--- config.mk ---
export PLATFORM = sky130hd
export DESIGN_NAME = fpu_mul_32bit
export DESIGN_NICKNAME = d
export VERILOG_FILES = /design/src/rtl/fpu_pkg.sv /design/src/rtl/fpu_mul_mant_seq.sv /design/src/rtl/fpu_mul_32bit.sv
export SDC_FILE = /design/constraint.sdc
export NUM_CORES = 1
export LEC_CHECK = 0
export ABC_AREA = 1
export BUFFER_PORTS_ARGS = -buffer_cell sky130_fd_sc_hd__buf_2
export CORE_MARGIN = 8
export CORE_UTILIZATION = 50
export CTS_CLUSTER_DIAMETER = 150
export DETAILED_ROUTE_END_ITERATION = 8
export PLACE_DENSITY = 0.68
export SLEW_MARGIN = 5
export SYNTH_ARGS = -nofsm -noshare
export SYNTH_HDL_FRONTEND = slang
export SYNTH_SLANG_ARGS = --single-unit
--- constraint.sdc ---
create_clock -name clk_i -period 4.9 [get_ports clk_i]
set_clock_uncertainty 0.05 [all_clocks]
set_input_delay 0.98 -clock clk_i [delete_from_list [all_inputs] [get_ports clk_i]]
set_output_delay 0.98 -clock clk_i [all_outputs]
set_load 0.005 [all_outputs]
--- src/rtl/fpu_pkg.sv ---
// Shared constants, state/operand-class types and the operand classifier
// for the single-precision sequential multiplier.
package fpu_pkg;

  localparam int unsigned EXP_BIAS = 127;
  localparam int unsigned MANT_W   = 24;
  localparam int unsigned EXP_W    = 8;

  localparam logic [31:0] QNAN    = 32'h7FC0_0000;
  localparam logic [31:0] INF_POS = 32'h7F80_0000;

  typedef enum logic [2:0] {
    IDLE,
    UNPACK,
    MUL,
    NORM,
    ROUND,
    DONE
  } fpu_state_e;

  typedef enum logic [1:0] {
    CLS_ZERO,
    CLS_INF,
    CLS_NAN,
    CLS_NORM
  } op_class_e;

  // Denormals (exponent field 0) are treated as zero.
  function automatic op_class_e classify(input logic [31:0] x);
    logic [EXP_W-1:0]  e;
    logic [MANT_W-2:0] m;
    e = x[30 -: EXP_W];
    m = x[MANT_W-2:0];
    if (e == '0) begin
      return CLS_ZERO;
    end else if (e == '1) begin
      return (m != '0) ? CLS_NAN : CLS_INF;
    end
    return CLS_NORM;
  endfunction

endpackage

--- src/rtl/fpu_mul_mant_seq.sv ---
// Iterative shift-add mantissa multiplier: one multiplier bit per cycle,
// MANT_W cycles after load; valid pulses once when the product is complete.
module fpu_mul_mant_seq
  import fpu_pkg::*;
#(
  parameter int unsigned PROD_W = 2 * MANT_W
) (
  input  logic              clk_i,
  input  logic              rst_n,
  input  logic              load_i,
  input  logic [MANT_W-1:0] a_i,
  input  logic [MANT_W-1:0] b_i,
  output logic              busy_o,
  output logic              valid_o,
  output logic [PROD_W-1:0] prod_o
);

  logic [2*MANT_W-1:0] acc_q, acc_d;
  logic [2*MANT_W-1:0] mcand_q, mcand_d;
  logic [MANT_W-1:0]   mplier_q, mplier_d;
  logic [4:0]          cnt_q, cnt_d;
  logic                busy_q, busy_d;
  logic                valid_q, valid_d;

  always_comb begin
    acc_d    = acc_q;
    mcand_d  = mcand_q;
    mplier_d = mplier_q;
    cnt_d    = cnt_q;
    busy_d   = busy_q;
    valid_d  = 1'b0;
    if (load_i) begin
      acc_d    = '0;
      mcand_d  = {{MANT_W{1'b0}}, a_i};
      mplier_d = b_i;
      cnt_d    = '0;
      busy_d   = 1'b1;
    end else if (busy_q) begin
      if (mplier_q[0]) begin
        acc_d = acc_q + mcand_q;
      end
      mcand_d  = mcand_q << 1;
      mplier_d = mplier_q >> 1;
      cnt_d    = cnt_q + 5'd1;
      if (cnt_q == 5'(MANT_W - 1)) begin
        busy_d  = 1'b0;
        valid_d = 1'b1;
      end
    end
  end

  always_ff @(posedge clk_i or negedge rst_n) begin
    if (!rst_n) begin
      acc_q    <= '0;
      mcand_q  <= '0;
      mplier_q <= '0;
      cnt_q    <= '0;
      busy_q   <= 1'b0;
      valid_q  <= 1'b0;
    end else begin
      acc_q    <= acc_d;
      mcand_q  <= mcand_d;
      mplier_q <= mplier_d;
      cnt_q    <= cnt_d;
      busy_q   <= busy_d;
      valid_q  <= valid_d;
    end
  end

  assign busy_o  = busy_q;
  assign valid_o = valid_q;
  assign prod_o  = acc_q[2*MANT_W-1 -: PROD_W];

endmodule

--- src/rtl/fpu_mul_32bit.sv ---
// Sequential IEEE-754 single-precision multiplier with flush-to-zero.
// FPU_MUL_RNE_EN selects round-to-nearest-even; otherwise results truncate.
module fpu_mul_32bit
  import fpu_pkg::*;
(
  input  logic        clk_i,
  input  logic        rst_n,
  input  logic        start,
  input  logic [31:0] A,
  input  logic [31:0] B,
  output logic [31:0] S,
  output logic        Done,
  output logic        Ready,
  output logic        Error,
  output logic        Inf,
  output logic        NaN,
  output logic        Zero
);

`ifdef FPU_MUL_RNE_EN
  localparam int unsigned PROD_W = 2 * MANT_W;
`else
  localparam int unsigned PROD_W = MANT_W + 1;
`endif

  fpu_state_e        state_q, state_d;
  logic [31:0]       a_q, a_d, b_q, b_d;
  logic [1:0]        ucnt_q, ucnt_d;
  logic signed [9:0] exp_q, exp_d;
  logic [MANT_W-1:0] mant_q, mant_d;
`ifdef FPU_MUL_RNE_EN
  logic [2:0]        grs_q, grs_d;
`endif
  logic [31:0]       s_q, s_d;
  logic [3:0]        fl_q, fl_d;
  logic              done_q, done_d;

  logic              mul_load, mul_busy, mul_valid, lead;
  logic [PROD_W-1:0] prod;
  op_class_e         cls_a, cls_b;
  logic              sign, special;
  logic [31:0]       spec_s, rnd_s;
  logic [3:0]        spec_fl, rnd_fl;
  logic              round_up;
  logic [MANT_W:0]   mant_r;
  logic signed [9:0] exp_r;

  fpu_mul_mant_seq #(.PROD_W(PROD_W)) u_mant (
    .clk_i   (clk_i),
    .rst_n   (rst_n),
    .load_i  (mul_load),
    .a_i     ({1'b1, a_q[MANT_W-2:0]}),
    .b_i     ({1'b1, b_q[MANT_W-2:0]}),
    .busy_o  (mul_busy),
    .valid_o (mul_valid),
    .prod_o  (prod)
  );

  assign lead = prod[PROD_W-1];

  // Flags are packed {Error, Inf, NaN, Zero}.
  always_comb begin
    cls_a   = classify(a_q);
    cls_b   = classify(b_q);
    sign    = a_q[31] ^ b_q[31];
    special = (cls_a != CLS_NORM) || (cls_b != CLS_NORM);
    spec_s  = {sign, 31'b0};
    spec_fl = 4'b0001;
    if (cls_a == CLS_NAN || cls_b == CLS_NAN ||
        (cls_a == CLS_INF && cls_b == CLS_ZERO) ||
        (cls_a == CLS_ZERO && cls_b == CLS_INF)) begin
      spec_s  = QNAN;
      spec_fl = 4'b1010;
    end else if (cls_a == CLS_INF || cls_b == CLS_INF) begin
      spec_s  = {sign, INF_POS[30:0]};
      spec_fl = 4'b0100;
    end
  end

  always_comb begin
`ifdef FPU_MUL_RNE_EN
    round_up = grs_q[2] & (grs_q[1] | grs_q[0] | mant_q[0]);
`else
    round_up = 1'b0;
`endif
    mant_r = {1'b0, mant_q} + {{MANT_W{1'b0}}, round_up};
    exp_r  = exp_q + (mant_r[MANT_W] ? 10'sd1 : 10'sd0);
    rnd_s  = {sign, exp_r[7:0],
              mant_r[MANT_W] ? mant_r[MANT_W-1:1] : mant_r[MANT_W-2:0]};
    rnd_fl = '0;
    if (exp_r >= 10'sd255) begin
      rnd_s  = {sign, INF_POS[30:0]};
      rnd_fl = 4'b1100;
    end else if (exp_r <= 10'sd0) begin
      rnd_s  = {sign, 31'b0};
      rnd_fl = 4'b0001;
    end
  end

  always_comb begin
    state_d  = state_q;
    a_d      = a_q;
    b_d      = b_q;
    ucnt_d   = ucnt_q;
    exp_d    = exp_q;
    mant_d   = mant_q;
`ifdef FPU_MUL_RNE_EN
    grs_d    = grs_q;
`endif
    s_d      = s_q;
    fl_d     = fl_q;
    done_d   = 1'b0;
    mul_load = 1'b0;
    case (state_q)
      IDLE: begin
        ucnt_d = '0;
        if (start) begin
          a_d     = A;
          b_d     = B;
          state_d = UNPACK;
        end
      end
      UNPACK: begin
        // Special operands dwell here so their result lands on a fixed 3-edge latency.
        if (special) begin
          ucnt_d = ucnt_q + 2'd1;
          if (ucnt_q == 2'd2) begin
            s_d     = spec_s;
            fl_d    = spec_fl;
            done_d  = 1'b1;
            state_d = DONE;
          end
        end else if (!mul_busy) begin
          mul_load = 1'b1;
          exp_d    = $signed({2'b00, a_q[30:23]}) + $signed({2'b00, b_q[30:23]})
                     - $signed(10'(EXP_BIAS));
          state_d  = MUL;
        end
      end
      MUL: begin
        if (mul_valid) begin
          state_d = NORM;
        end
      end
      NORM: begin
        // Selecting the upper window when bit 47 is set is the right-shift-by-one.
        mant_d = lead ? prod[PROD_W-1 -: MANT_W] : prod[PROD_W-2 -: MANT_W];
        exp_d  = exp_q + (lead ? 10'sd1 : 10'sd0);
`ifdef FPU_MUL_RNE_EN
        grs_d  = lead ? {prod[23], prod[22], |prod[21:0]}
                      : {prod[22], prod[21], |prod[20:0]};
`endif
        state_d = ROUND;
      end
      ROUND: begin
        s_d     = rnd_s;
        fl_d    = rnd_fl;
        done_d  = 1'b1;
        state_d = DONE;
      end
      DONE: begin
        state_d = IDLE;
      end
      default: begin
        state_d = IDLE;
      end
    endcase
  end

  always_ff @(posedge clk_i or negedge rst_n) begin
    if (!rst_n) begin
      state_q <= IDLE;
      a_q     <= '0;
      b_q     <= '0;
      ucnt_q  <= '0;
      exp_q   <= '0;
      mant_q  <= '0;
`ifdef FPU_MUL_RNE_EN
      grs_q   <= '0;
`endif
      s_q     <= '0;
      fl_q    <= '0;
      done_q  <= 1'b0;
    end else begin
      state_q <= state_d;
      a_q     <= a_d;
      b_q     <= b_d;
      ucnt_q  <= ucnt_d;
      exp_q   <= exp_d;
      mant_q  <= mant_d;
`ifdef FPU_MUL_RNE_EN
      grs_q   <= grs_d;
`endif
      s_q     <= s_d;
      fl_q    <= fl_d;
      done_q  <= done_d;
    end
  end

  assign S     = s_q;
  assign Done  = done_q;
  assign Ready = (state_q == IDLE);
  assign Error = fl_q[3];
  assign Inf   = fl_q[2];
  assign NaN   = fl_q[1];
  assign Zero  = fl_q[0];

endmodule

# Word-level counts from Yosys, hierarchy flattened

Index checks and enable logic that the tools add are counted.

Input bits: 67
Register bits: 266
Logic and storage cells: 131
Output and inout port bits: 38

Multiplexer cells: 60
Reductions and logical operators: 25
Equal/unequal tests: 22
Magnitude comparators: 2
Bitwise logic cells: 1
$add $sub $neg: 6

Operators by type and width:

| operator                                                                              | number |
|---|---|
| 48-bit 2-to-1 mux                                                                     | 5 |
| 32-bit 2-to-1 mux                                                                     | 3 |
| 31-bit 2-to-1 mux                                                                     | 3 |
| 32-bit case mux with 2 select lines                                                   | 1 |
| 48-bit adder                                                                          | 1 |
| 24-bit 2-to-1 mux                                                                     | 2 |
| 23-bit nonzero test                                                                   | 2 |
| 23-bit 2-to-1 mux                                                                     | 1 |
| 10-bit 2-to-1 mux                                                                     | 2 |
| 10-bit case mux with 2 select lines                                                   | 1 |
| 2-bit 2-to-1 mux                                                                      | 9 |
| 3-bit 2-to-1 mux                                                                      | 6 |
| 1-bit 2-to-1 mux                                                                      | 17 |
| 8-bit == test (second input constant)                                                 | 2 |
| 8-bit logical NOT                                                                     | 2 |
| 4-bit 2-to-1 mux                                                                      | 4 |
| 3-bit case mux with 5 select lines                                                    | 1 |
| 2-bit != test (second input constant)                                                 | 7 |
| 10-bit by 2-bit adder with 10-bit output                                              | 1 |
| 10-bit by 9-bit greater-or-equal comparator with 1-bit output (second input constant) | 1 |
| 10-bit by 1-bit less-or-equal comparator with 1-bit output (second input constant)    | 1 |
| 5-bit 2-to-1 mux                                                                      | 2 |
| 2-bit nonzero test                                                                    | 5 |
| 9-bit by 7-bit subtractor with 10-bit output (second input constant)                  | 1 |
| 22 further kinds                                                                      | 36 |

# Longest topological paths before layout

Gate-level depths: netlist (run 1).

Word-level depth: 13
Gate-level depth with buffers: 15
Mapped depth without buffers: 15

# Hierarchy

A second synthesis (run 1) with hierarchy kept.

Cell total of the unflattened synthesis: 2195
Area total of the unflattened synthesis: 16390.7 sq um

Modules (own cells, without submodules):

| module           | cells an instance | area an instance (sq um) | sequential area each (sq um) | times used |
|---|---|---|---|---|
| fpu_mul_mant_seq | 1449              | 9462.8                   | 3178.0                       | 1 |
| fpu_mul_32bit    | 746               | 6927.9                   | 3478.3                       | 1 |

# Worst setup path after synthesis (run 1)

No wires, ideal clock.

Path kind: reg-to-reg
Start: register a_q[24]
End: register exp_q[7]
Period minus slack after synthesis: 1.992 ns
Required time: 4.767 ns
Setup time: 0.083 ns
Data arrival time: 1.860 ns
Stages on the path, launching flop included: 11
Buffers on the path: 0
Setup slack: 2.908 ns
Cell sequence: dfrtp_1 -> ha_1 -> ha_1 -> fa_1 -> nand4_1 -> nand3_1 -> a21oi_1 -> o21ai_0 -> nand2_1 -> nand2_1 -> o21ai_0

Word-level cells in the longest chain between the ends: 8
Elaborated cells between the ends (all ways): 15
Those cells by class: add/sub: 2; eq/ne: 3; mux: 7; reduce/logical: 3

Ends and longest elaborated chain:

| what                                                                                                 | RTL line             | RTL |
|---|---|---|
| start, declared                                                                                      | fpu_mul_32bit.sv:27  | `logic [31:0] a_q, a_d, b_q, b_d;` |
| start signal, assigned                                                                               | fpu_mul_32bit.sv:173 | `a_q <= '0;` |
| start signal, assigned                                                                               | fpu_mul_32bit.sv:186 | `a_q <= a_d;` |
| parallel branches: the longest is 8 deep, another holds 9-bit by 7-bit subtractor with 10-bit output | -                    |  |
| end signal, assigned                                                                                 | fpu_mul_32bit.sv:189 | `exp_q <= exp_d;` |
| end, declared                                                                                        | fpu_mul_32bit.sv:29  | `logic signed [9:0] exp_q, exp_d;` |

Several ways; the timed one is not identified. The select of a mux whose other input is x is not followed.
A chain may end at the register's enable or synchronous reset.

# Worst setup path in the final report (run 1)

Start: register b_q[29]
End: register exp_q[0]

Word-level cells in the longest chain between the ends: 8
Elaborated cells between the ends (all ways): 10
Those cells by class: eq/ne: 3; mux: 4; reduce/logical: 3

Ends and longest elaborated chain:

| what                                     | RTL line             | RTL |
|---|---|---|
| start, declared                          | fpu_mul_32bit.sv:27  |  |
| start signal, assigned                   | fpu_mul_32bit.sv:174 | `b_q <= '0;` |
| start signal, assigned                   | fpu_mul_32bit.sv:187 | `b_q <= b_d;` |
| 8-bit == test                            | fpu_pkg.sv:36        | `end else if (e == '1) begin` |
| 1-bit 2-to-1 mux                         | fpu_pkg.sv:36        |  |
| 1-bit 2-to-1 mux                         | fpu_pkg.sv:34        | `if (e == '0) begin` |
| 2-bit 2-to-1 mux (*)                     | fpu_pkg.sv:39        | `return CLS_NORM;` |
| 2-bit != test (*)                        | fpu_mul_32bit.sv:66  | `special = (cls_a != CLS_NORM) \|\| (cls_b != CLS_NORM);` |
| 1-bit logical OR (*)                     | fpu_mul_32bit.sv:66  |  |
| 2-bit != test (no source line) (*)       | -                    |  |
| 3-bit AND reduction (no source line) (*) | -                    |  |

Every way passes the cells marked *; elsewhere a longest branch is shown, timed or not.

==> impl_metrics.tcl, run 1 <==
set metrics [dict create \
    grt_pass1_vias 13260 \
    dp.cells 2621 \
    cts.path.max_buffers 3 \
    clkTransAtPathRegs_ns 0.06 \
    post_drt_wl_per_cell_um 15.36 \
    post_cts_buffers 0 \
    post-dp-hpwl_um 30900 \
    num_vias 13850 \
    ir_worst_vdd_v 0.0002776 \
    synth-edff-count 0 \
    synthMuxAreaShare_pct 4.134 \
    dieWidth_um 193.8 \
    finalHoldViolCount 0 \
    cts-root-buf "clkbuf_16" \
    slew_headroom_pct 21.20 \
    period_minus_slack_ns 3.021 \
    yosysWarnings 0 \
    use_met1_pct 30.56 \
    gr-usage-met3_pct 3.072 \
    track_usage_pct 21.62 \
    portBuffers 104 \
    synth_fa_ha_area_share_pct 5.480 \
    drive_above_1_share_pct 10.53 \
    power_density_mw_per_mm2 254.8 \
    critPathLaunch "b_q[29]" \
    grt_pass1_wl_um 68180 \
    wl_um 41050 \
    endpoint "exp_q[0]" \
    use_met2_pct 35.01 \
    busiest_layer "met2" \
    synth_top_area_share_pct 42.13 \
    post-route-period-util_pct 61.66 \
    cts_buffers 29 \
    p_leak_nw 9.653 \
    path_max_fanout 54 \
    nNetsFinal 2385 \
    r2r_cells 9 \
    cp-end-kind "register" \
    avgViaCountPerCell 5.184 \
    synth_top_family_by_area "simple AND/OR/NAND/NOR gates" \
    yosys-top-cells-count "nand2_1, inv_1, dfrtp_1, nand3_1, nor2_1" \
    yosysSeqAreaShare_pct 42.13 \
    final-seq-area_mm2 0.006656 \
    max_freq_mhz 331.0 \
    cts_hold_buf 0 \
    multi_input_area_mm2 0.007587 \
    setup-tns-final_ns 0 \
    dpl_cell_area_mm2 0.01666 \
    first_pass_iters 9 \
    finalWeightedCongestion 0.9793 \
    num_io_pins 105 \
    fin_area_mm2 0.01763 \
    avgSynthCellArea_um2 7.308 \
    critPathKind "reg2reg" \
    syn_inst 2162 \
    diodes 0 \
    insertion_delay_ns 0.56 \
    synth.distinct_cells 44 \
    cts_sinks 266 \
    dieArea_mm2 0.03754 \
    synth-seq-cells 266 \
    worst_pin_slew_ns 1.179 \
    drv_slew 0 \
    yosys.area.top_type "dfrtp_1" \
    cts_tree "built" \
    required_ns 5.30 \
    synth_compound_area_share_pct 8.244 \
    start_util_pct 50.46 \
    cap_viol_max_count 0 \
    hp-class "in2async" \
    status "finished, final reports clean" \
    rsz0062_at_grt "no" \
    synth_area_leaders "dfrtp_1, nand2_1, inv_1, nand3_1, ha_1" \
    fill_cells 2977 \
    area_growth_pct 11.57 \
    synth_fp_nets 2297 \
    synthSimpleGateAreaFrac_pct 29.14 \
    row_count 65 \
    cts_resized 0 \
    ys.flop_type "dfrtp_1" \
    power_mw 4.491 \
    ant_nets 0 \
    worstReg2RegStart "b_q[29]" \
    synthXorXnorAreaFrac_pct 0.9424 \
    crit_arrival_ns 3.42 \
    grt-ovfl-total 0 \
    antenna_found_initial 0 \
    synthArstFlopShare_pct 100.0 \
    finalSetupViolCount 0 \
    core-area_mm2 0.03131 \
    finalNonFillerCells 2672 \
    drc 0 \
    synth_most_common_cell "nand2_1" \
    cts_max_level 1 \
    die_y_um 193.8 \
    grt_start_max_net_pins 105 \
    regToRegEndpoint "exp_q[0]" \
    startpoint_type "register" \
    drt-initial-drc-count 1063 \
    rrSetupSlack_ns 1.88 \
    syn_area_mm2 0.01580 \
]
where the power goes:
part | leakage, nW | internal (mW) | total, mW | switching [mW]
registers | 3.68 | 2.20 | 2.20 | 0
clock network | 0.474 | 1.32 | 2.22 | 0.896
logic | 5.50 | 0.0227 | 0.0736 | 0.0509
total | 9.65 | 3.54 | 4.49 | 0.947
worst max-delay path, cell delays in order, from the launching register on:
cell and delay (ns):
dfrtp_1 0.42, nor2_1 0.06, nand2_1 0.09, nor2_1 0.06
nor2_1 0.23, nand3_4 0.54, nor2_4 1.13, nor2_2 0.12
nand2_1 0.11, nand3_1 0.07
metal layers:
metal | vias to the layer above | wire length, µm
met5 | - | 0
met3 | 47 | 2069
met4 | 0 | 656
met2 | 327 | 18770
li1 | 7017 | -
met1 | 6461 | 19560
metrics by stage:
step | hold slack (ns) | util, % | setup WS, ns
detailed placement | 0.4110 | 53.20 | 1.948
finish | 0.3931 | 56.30 | 1.879
CTS | 0.4278 | 56.30 | 1.924
global placement | 0.4077 | 53.20 | 2.012
global route | 0.4479 | 56.30 | 1.571
floorplan | 0.3959 | - | 2.908
sequential cells by signal, indices dropped and copies added (netlist names):
signal           count
u_mant.acc_q        48
u_mant.mcand_q      48
S                   32
a_q                 32
b_q                 32
u_mant.mplier_q     24
mant_q              23
exp_q               10
u_mant.cnt_q         5
fl_q                 4
state_q              3
ucnt_q               2
Done                 1
u_mant.busy_o        1
u_mant.valid_o       1
worst min path at each step:
stage	from	slack, ns	end
6_report	rst_n	0.39	a_q[11]
3_3_place_gp	u_mant.acc_q[19]	0.41	u_mant.acc_q[19]
4_1_cts	rst_n	0.43	a_q[11]
2_1_floorplan	u_mant.acc_q[0]	0.40	u_mant.acc_q[0]
5_1_grt	S[26]	0.45	S[26]
3_5_place_dp	S[23]	0.41	S[23]
layout by cell type, fill, tap and decap left out, types with 2 or more instances in the layout:
cell       Yosys  final
a21oi_1       65     65
a22oi_1        2      2
a31oi_1        2      2
and2_1         2      2
buf_2         20    103
buf_4          4     11
bufinv_16      0      3
clkbuf_1      24      7
clkbuf_16      0     29
clkbuf_8       0      5
clkinv_1       3      2
clkinv_2       0      3
dfrtp_1      266    266
fa_1           2      2
ha_1          66     66
inv_1        332    332
inv_2          2      3
inv_4          2      2
mux2_2        58     58
nand2_1      722    721
nand2_2        1      2
nand2_4        2      2
nand3_1      173    173
nand3b_1       7      7
nand4_1       19     19
nor2_1       163    163
nor2_4         1      3
nor3_1        18     18
o211ai_1      27     27
o21ai_0       93     93
o21ai_1        9      9
o21bai_1       6      6
o22ai_1       23     23
o31ai_1        3      3
or2_2          6      6
xnor2_1        9      9
xor2_1         8      8
final cells by class:
class	count	area share, %
Clock buffer	41	4.656
Clock inverter	10	0.8517
Inverter	339	7.247
Multi-Input combinational cell	1498	43.04
Sequential cell	266	37.76
Tap cell	402	2.853
Timing Repair Buffer	116	3.591
kinds of logic after synthesis:
logic type | after synthesis
xor gates and xnor gates | 17
DFF | 266
buffers and inverters | 398
muxes | 58
AOI/OAI and AO/OA | 233
and+or+nand+nor | 1122
adders and majority gates | 68
(Power assumes the default switching activity.)
==> run 2: changes to the inputs <==
Settings changed: ABC_AREA 1 to 0, PLACE_DENSITY 0.68 to 0.71.
Clock period 4.9 ns to 2.65 ns, I/O delays scaled along.
==> run 2 against run 1 <==
  * The run now ends with negative setup slack left
  * Power rose to 4.5 times the previous value
  * Utilization up 6.4 points
  * Combinational power rose to 130 times the previous value
  * Highest routed layer unchanged
  * Maximum frequency up 7.5%
  * Largest power group is now combinational logic
  * Die area down 9.5%
  * Wire length down 16%
  * Area after synthesis down 10%
  * Sequential power rose to 3.1 times the previous value
==> impl_metrics.tcl, run 2 <==
set metrics [dict create \
    die_y_um 184.3 \
    fin_util_pct 62.66 \
    syn_inst 1449 \
    layout_setup_ws_ns -0.1617 \
    nNetsFinal 1791 \
    startpoint_type "register" \
    finalSetupViolCount 15 \
    cp_slowest_cell "dfrtp_1" \
    cts-root-buf "clkbuf_16" \
    finalHoldViolCount 0 \
    p_leak_nw 8.169 \
    drv_slew 0 \
    critPathKind "reg2reg" \
    cts_sinks 266 \
    dieWidth_um 184.3 \
    synth_most_common_cell "dfrtp_1" \
    hp-class "in2reg" \
    slew_headroom_pct 47.75 \
    fill_cells 2278 \
    yosysSeqAreaShare_pct 47.01 \
    drt-initial-drc-count 750 \
    core-area_mm2 0.02786 \
    ys.flop_type "dfrtp_1" \
    diodes 0 \
    portBuffers 104 \
    crit_chain "ha_1, a211oi_2, o211ai_1, a21o_1, a21oi_2, a21oi_2, or2_4, a21o_1, a31o_1, a221o_1" \
    yosys-top-cells-count "dfrtp_1, nand2_1, o21ai_0, a21oi_1, clkbuf_1" \
    post-route-period-util_pct 106.1 \
    worstReg2RegStart "u_mant.acc_q[1]" \
    synth-seq-cells 266 \
    path_delay_family "compound AO/OA/AOI/OAI gates" \
    dp_slack_ns -0.2368 \
    grt_pass1_wl_um 57460 \
    synth_fp_nets 1584 \
    power_density_mw_per_mm2 1155 \
    synthArstFlopShare_pct 100.0 \
    antenna_found_initial 0 \
    max_freq_mhz 355.7 \
    synth_top_area_share_pct 47.01 \
    rsz0062_at_grt "yes" \
    multi_input_area_mm2 0.007501 \
    start_util_pct 50.83 \
    area_growth_pct 23.28 \
    whs_ns 0.1404 \
    num_vias 11620 \
    post-dp-hpwl_um 24240 \
    post_drt_wl_per_cell_um 16.69 \
    row_count 61 \
    insertion_delay_ns 0.55 \
    violations "negative setup slack" \
    cts_tree "built" \
    ant_nets 0 \
    cp-end-kind "register" \
    dieArea_mm2 0.03396 \
    synth_area_leaders "dfrtp_1, o21ai_0, nand2_1, ha_1, mux2i_1" \
    finalWeightedCongestion 0.8783 \
    period_minus_slack_ns 2.812 \
    synth-edff-count 0 \
    mostFrequentLayoutCells "dfrtp_1, nand2_1, o21ai_0" \
    crit_buf_inv 0 \
    drc 0 \
    endpoint "u_mant.acc_q[41]" \
    wl_um 34350 \
    worst_pin_slew_ns 0.7777 \
    track_usage_pct 20.14 \
    cts.path.max_buffers 3 \
    cts_max_level 1 \
    cp_num_cells 10 \
    critPathLaunch "u_mant.acc_q[1]" \
    top_regs "u_mant.acc_q (48), u_mant.mcand_q (48)" \
    status "finished, violations left" \
    num_io_pins 105 \
    cap_viol_max_count 0 \
    syn_area_mm2 0.01416 \
    cpPeakStageDelay_ns 0.39 \
    avgViaCountPerCell 5.648 \
    cts_buffers 30 \
    r2r_cells 10 \
    grt_start_max_net_pins 90 \
    ir_worst_vdd_v 0.0007269 \
    yosysWarnings 0 \
    synth.distinct_cells 62 \
    grt_pass1_vias 11610 \
    clkTransAtPathRegs_ns 0.07 \
    crit_arrival_ns 3.20 \
    path_max_fanout 4 \
    yosys.area.top_type "dfrtp_1" \
    rrSetupSlack_ns -0.16 \
    regToRegEndpoint "u_mant.acc_q[41]" \
    first_pass_iters 4 \
    drive_above_1_share_pct 26.19 \
    required_ns 3.04 \
    final-seq-area_mm2 0.006661 \
    final_common_cell "dfrtp_1" \
    avgSynthCellArea_um2 9.772 \
    grt-ovfl-total 0 \
]
[run 2: worst min-delay path by stage]
stage,from,to,slack (ns),cells past startpoint
5_1_grt,A[30],a_q[30],0.14,3
2_1_floorplan,rst_n,Done,0.18,0
3_3_place_gp,mant_q[21],mant_q[21],0.41,2
3_5_place_dp,fl_q[1],fl_q[1],0.41,2
4_1_cts,A[23],a_q[23],0.12,3
6_report,A[23],a_q[23],0.14,3
[run 2: power breakdown]
part / switching (mW) / total (mW) / internal (mW)
clock: 1.68 / 4.06 / 2.38
sequential: 1.27 / 6.74 / 5.48
combinational: 4.88 / 9.37 / 4.48
[run 2: worst reg2reg max path, stage by stage, from the launching register on]
cell and delay, ns:
dfrtp_1 0.39, ha_1 0.33, a211oi_2 0.30, o211ai_1 0.16, a21o_1 0.22, a21oi_2 0.21, a21oi_2 0.09, or2_4 0.26
a21o_1 0.21, a31o_1 0.19, a221o_1 0.28
[run 2: final cells by class]
type                       instances  area share, %
clock inverter                    13         0.6021
timing repair buffer             258          10.08
inverter                          23         0.4946
multi-input combinational       1077          42.97
clock buffer                      43          4.989
sequential                       266          38.16
tap                              378          2.709
[run 2: logic make-up after synthesis]
kind of cell               share of synthesized area (%)
and+or+nand+nor                                    13.58
AOI/OAI and AO/OA                                  17.66
DFF                                                47.01
muxes                                              9.579
buffers and inverters                              2.960
adders and majority gates                          6.115
xor gates and xnor gates                           3.093
[run 2: repair_timing]
action                                 in CTS  in global routing
resized for setup                          41                 47
endpoints found under the hold margin      73                  0
pin swaps                                  38                 24
hold buffers                                1                  0
buffers inserted                            9                  8
setup endpoints to repair                  24                 44
[run 2: layer usage]
layer	vias to the layer above	GRT usage, %	wire length (µm)
met1	5665	27.74	15930
met2	253	33.29	16200
li1	5659	-	-
met5	-	0	0
met3	47	2.697	1555
met4	0	4.776	666
[run 2: stage by stage]
stage	instances	total power [mW]	setup TNS [ns]	instance area, µm²
CTS	2050	19.86	-0.3108	17160
floorplan	1449	12.39	-0.3117	14160
global route	2058	21.66	-2.692	17460
global placement	1985	15.15	-1.156	15940
detailed placement	1985	15.47	-1.996	15940
finish	2058	20.17	-1.116	17460
==> run 3: changes to the inputs <==
Settings changed: BUFFER_PORTS_ARGS -buffer_cell sky130_fd_sc_hd__buf_2 to -buffer_cell sky130_fd_sc_hd__buf_4.
==> run 3 against run 2 <==
  * The flow still finishes with violations (negative setup slack)
  * Clock-buffer cell count is 1 lower
  * Non-clock buffer count is 6 lower
  * Sequential power hardly changed
  * Hold slack worse by 0.014 ns
  * Critical endpoint is now u_mant.acc_q[44]
==> impl_metrics.tcl, run 3 (synthesis results as in run 2) <==
set metrics [dict create \
    whs_ns 0.1264 \
    grt_start_max_net_pins 89 \
    power_switching_share_pct 38.96 \
    cts_max_level 1 \
    dp_slack_ns -0.2598 \
    power_frac_seq_pct 33.1 \
    critPathKind "reg2reg" \
    cp-end-kind "register" \
    grt_pass1_wl_um 58080 \
    cap_viol_max_count 0 \
    max_freq_mhz 356.1 \
    grt-ovfl-total 0 \
    period_minus_slack_ns 2.808 \
    p_leak_nw 8.204 \
    cts_sinks 266 \
    finalWeightedCongestion 0.9062 \
    rsz0062_at_grt "yes" \
    worst_pin_slew_ns 0.7083 \
    first_pass_iters 5 \
    dp.cells 1979 \
    p_clk_share_pct 19.9 \
    p_int_mw 12.41 \
    post_drt_wl_per_cell_um 17.04 \
    fin_util_pct 63.72 \
    fin_area_mm2 0.01775 \
    area_growth_pct 25.37 \
    startpoint_type "register" \
    cts_tree "built" \
    power_density_mw_per_mm2 1146 \
    required_ns 3.03 \
    insertion_delay_ns 0.57 \
    num_vias 11550 \
    dieArea_mm2 0.03396 \
    finalNonFillerCells 2049 \
    start_util_pct 50.83 \
    combPwrFrac_pct 47.0 \
    grt_pass1_vias 11670 \
    die_y_um 184.3 \
    row_count 61 \
    drv_slew 0 \
    avgViaCountPerCell 5.638 \
    clkTransAtPathRegs_ns 0.06 \
    path_max_fanout 3 \
    dieWidth_um 184.3 \
    slew_headroom_pct 52.78 \
    finalHoldViolCount 0 \
    violations "negative setup slack" \
    post-route-period-util_pct 106.0 \
    crit_arrival_ns 3.19 \
    status "finished, violations left" \
    final_common_cell "dfrtp_1" \
    drc 0 \
    wl_um 34920 \
    post-dp-hpwl_um 24160 \
    core-area_mm2 0.02786 \
    p_switching_mw 7.925 \
    antenna_found_initial 0 \
    num_io_pins 105 \
    cts_buffers 29 \
    drive_above_1_share_pct 26.33 \
    portBuffers 104 \
    cts-root-buf "clkbuf_16" \
    dpl_cell_area_mm2 0.01615 \
    cts.path.max_buffers 3 \
    diodes 0 \
    drt-initial-drc-count 719 \
    hp-class "in2reg" \
    layout_setup_ws_ns -0.1582 \
    ir_worst_vdd_v 0.0006431 \
    mostFrequentLayoutCells "dfrtp_1, buf_4, nand2_1" \
    nNetsFinal 1784 \
    finalSetupViolCount 14 \
    ant_nets 0 \
    top_regs "u_mant.acc_q (48), u_mant.mcand_q (48)" \
    track_usage_pct 20.38 \
]
-- run 3: cell count changes in the layout (fill, tap and decap cells not counted), sizes merged --
cell | previous run | this run
inv | 23 | 24
clkinvlp | 3 | 1
clkinv | 9 | 7
buf | 257 | 251
clkbuf | 43 | 42
bufinv | 1 | 2
-- run 3: area by class of cell --
class                      count  area (µm²)
inverter                      23       86.33
clock inverter                11       130.1
fill                        2229       10110
multi-input combinational   1077        7587
timing repair buffer         252        1979
clock buffer                  42       834.6
tap                          378       473.0
sequential                   266        6661
-- run 3: metal layers --
layer,part of all wire (%),GRT usage (%)
met1,46,27.88
met2,47,33.31
met3,4.4,3.111
met4,2.4,5.582
met5,0,0
-- run 3: critical path, stage by stage, from the launching register on --
cell and delay (ns):
dfrtp_1 0.35, ha_2 0.20, inv_2 0.05, fa_2 0.36
nor2b_2 0.15, o31a_1 0.24, o2111ai_2 0.14, a211o_1 0.38
a21oi_4 0.24, buf_4 0.14, nor2_1 0.04, o21ai_2 0.13
nor3_1 0.06, nand3b_1 0.15
-- run 3: final timing paths --
check                                start          endpoint  slack, ns  cells after the start
max in group asynchronous            rst_n  u_mant.acc_q[16]       1.28                      3
setup reg to reg           u_mant.acc_q[0]  u_mant.acc_q[44]      -0.16                     13
setup / recovery           u_mant.acc_q[0]  u_mant.acc_q[44]      -0.16                     13
hold / removal                       B[23]           b_q[23]       0.13                      3
min in group asynchronous            rst_n             S[26]       0.48                      2
hold reg to reg                  mant_q[2]         mant_q[2]       0.43                      2
-- run 3: per-stage QoR --
| stage | power (mW) | TNS (ns) |
|---|---|---|
| 2_1_floorplan | 12.39 | -0.3117 |
| 3_3_place_gp | 15.18 | -0.7381 |
| 3_5_place_dp | 15.53 | -2.078 |
| 4_1_cts | 19.85 | -1.252 |
| 5_1_grt | 21.77 | -2.953 |
| 6_report | 20.34 | -1.115 |
-- run 3: repair_timing --
item / CTS / global route
setup buffers: 11 / 7
hold endpoints to repair: 67 / 0
resized for setup: 43 / 73
endpoints found under the setup margin: 24 / 32
hold buffers: 1 / 0
pin swaps: 28 / 38
-- run 3: power by group through the flow --
stage	clock network (mW)	logic [mW]	registers, mW
after global placement	0	8.54	6.64
after CTS	4.14	9.05	6.67
after detailed placement	0	8.82	6.72
after global routing	4.32	10.5	6.91
after floorplan	0	6.05	6.34
final	4.06	9.55	6.73
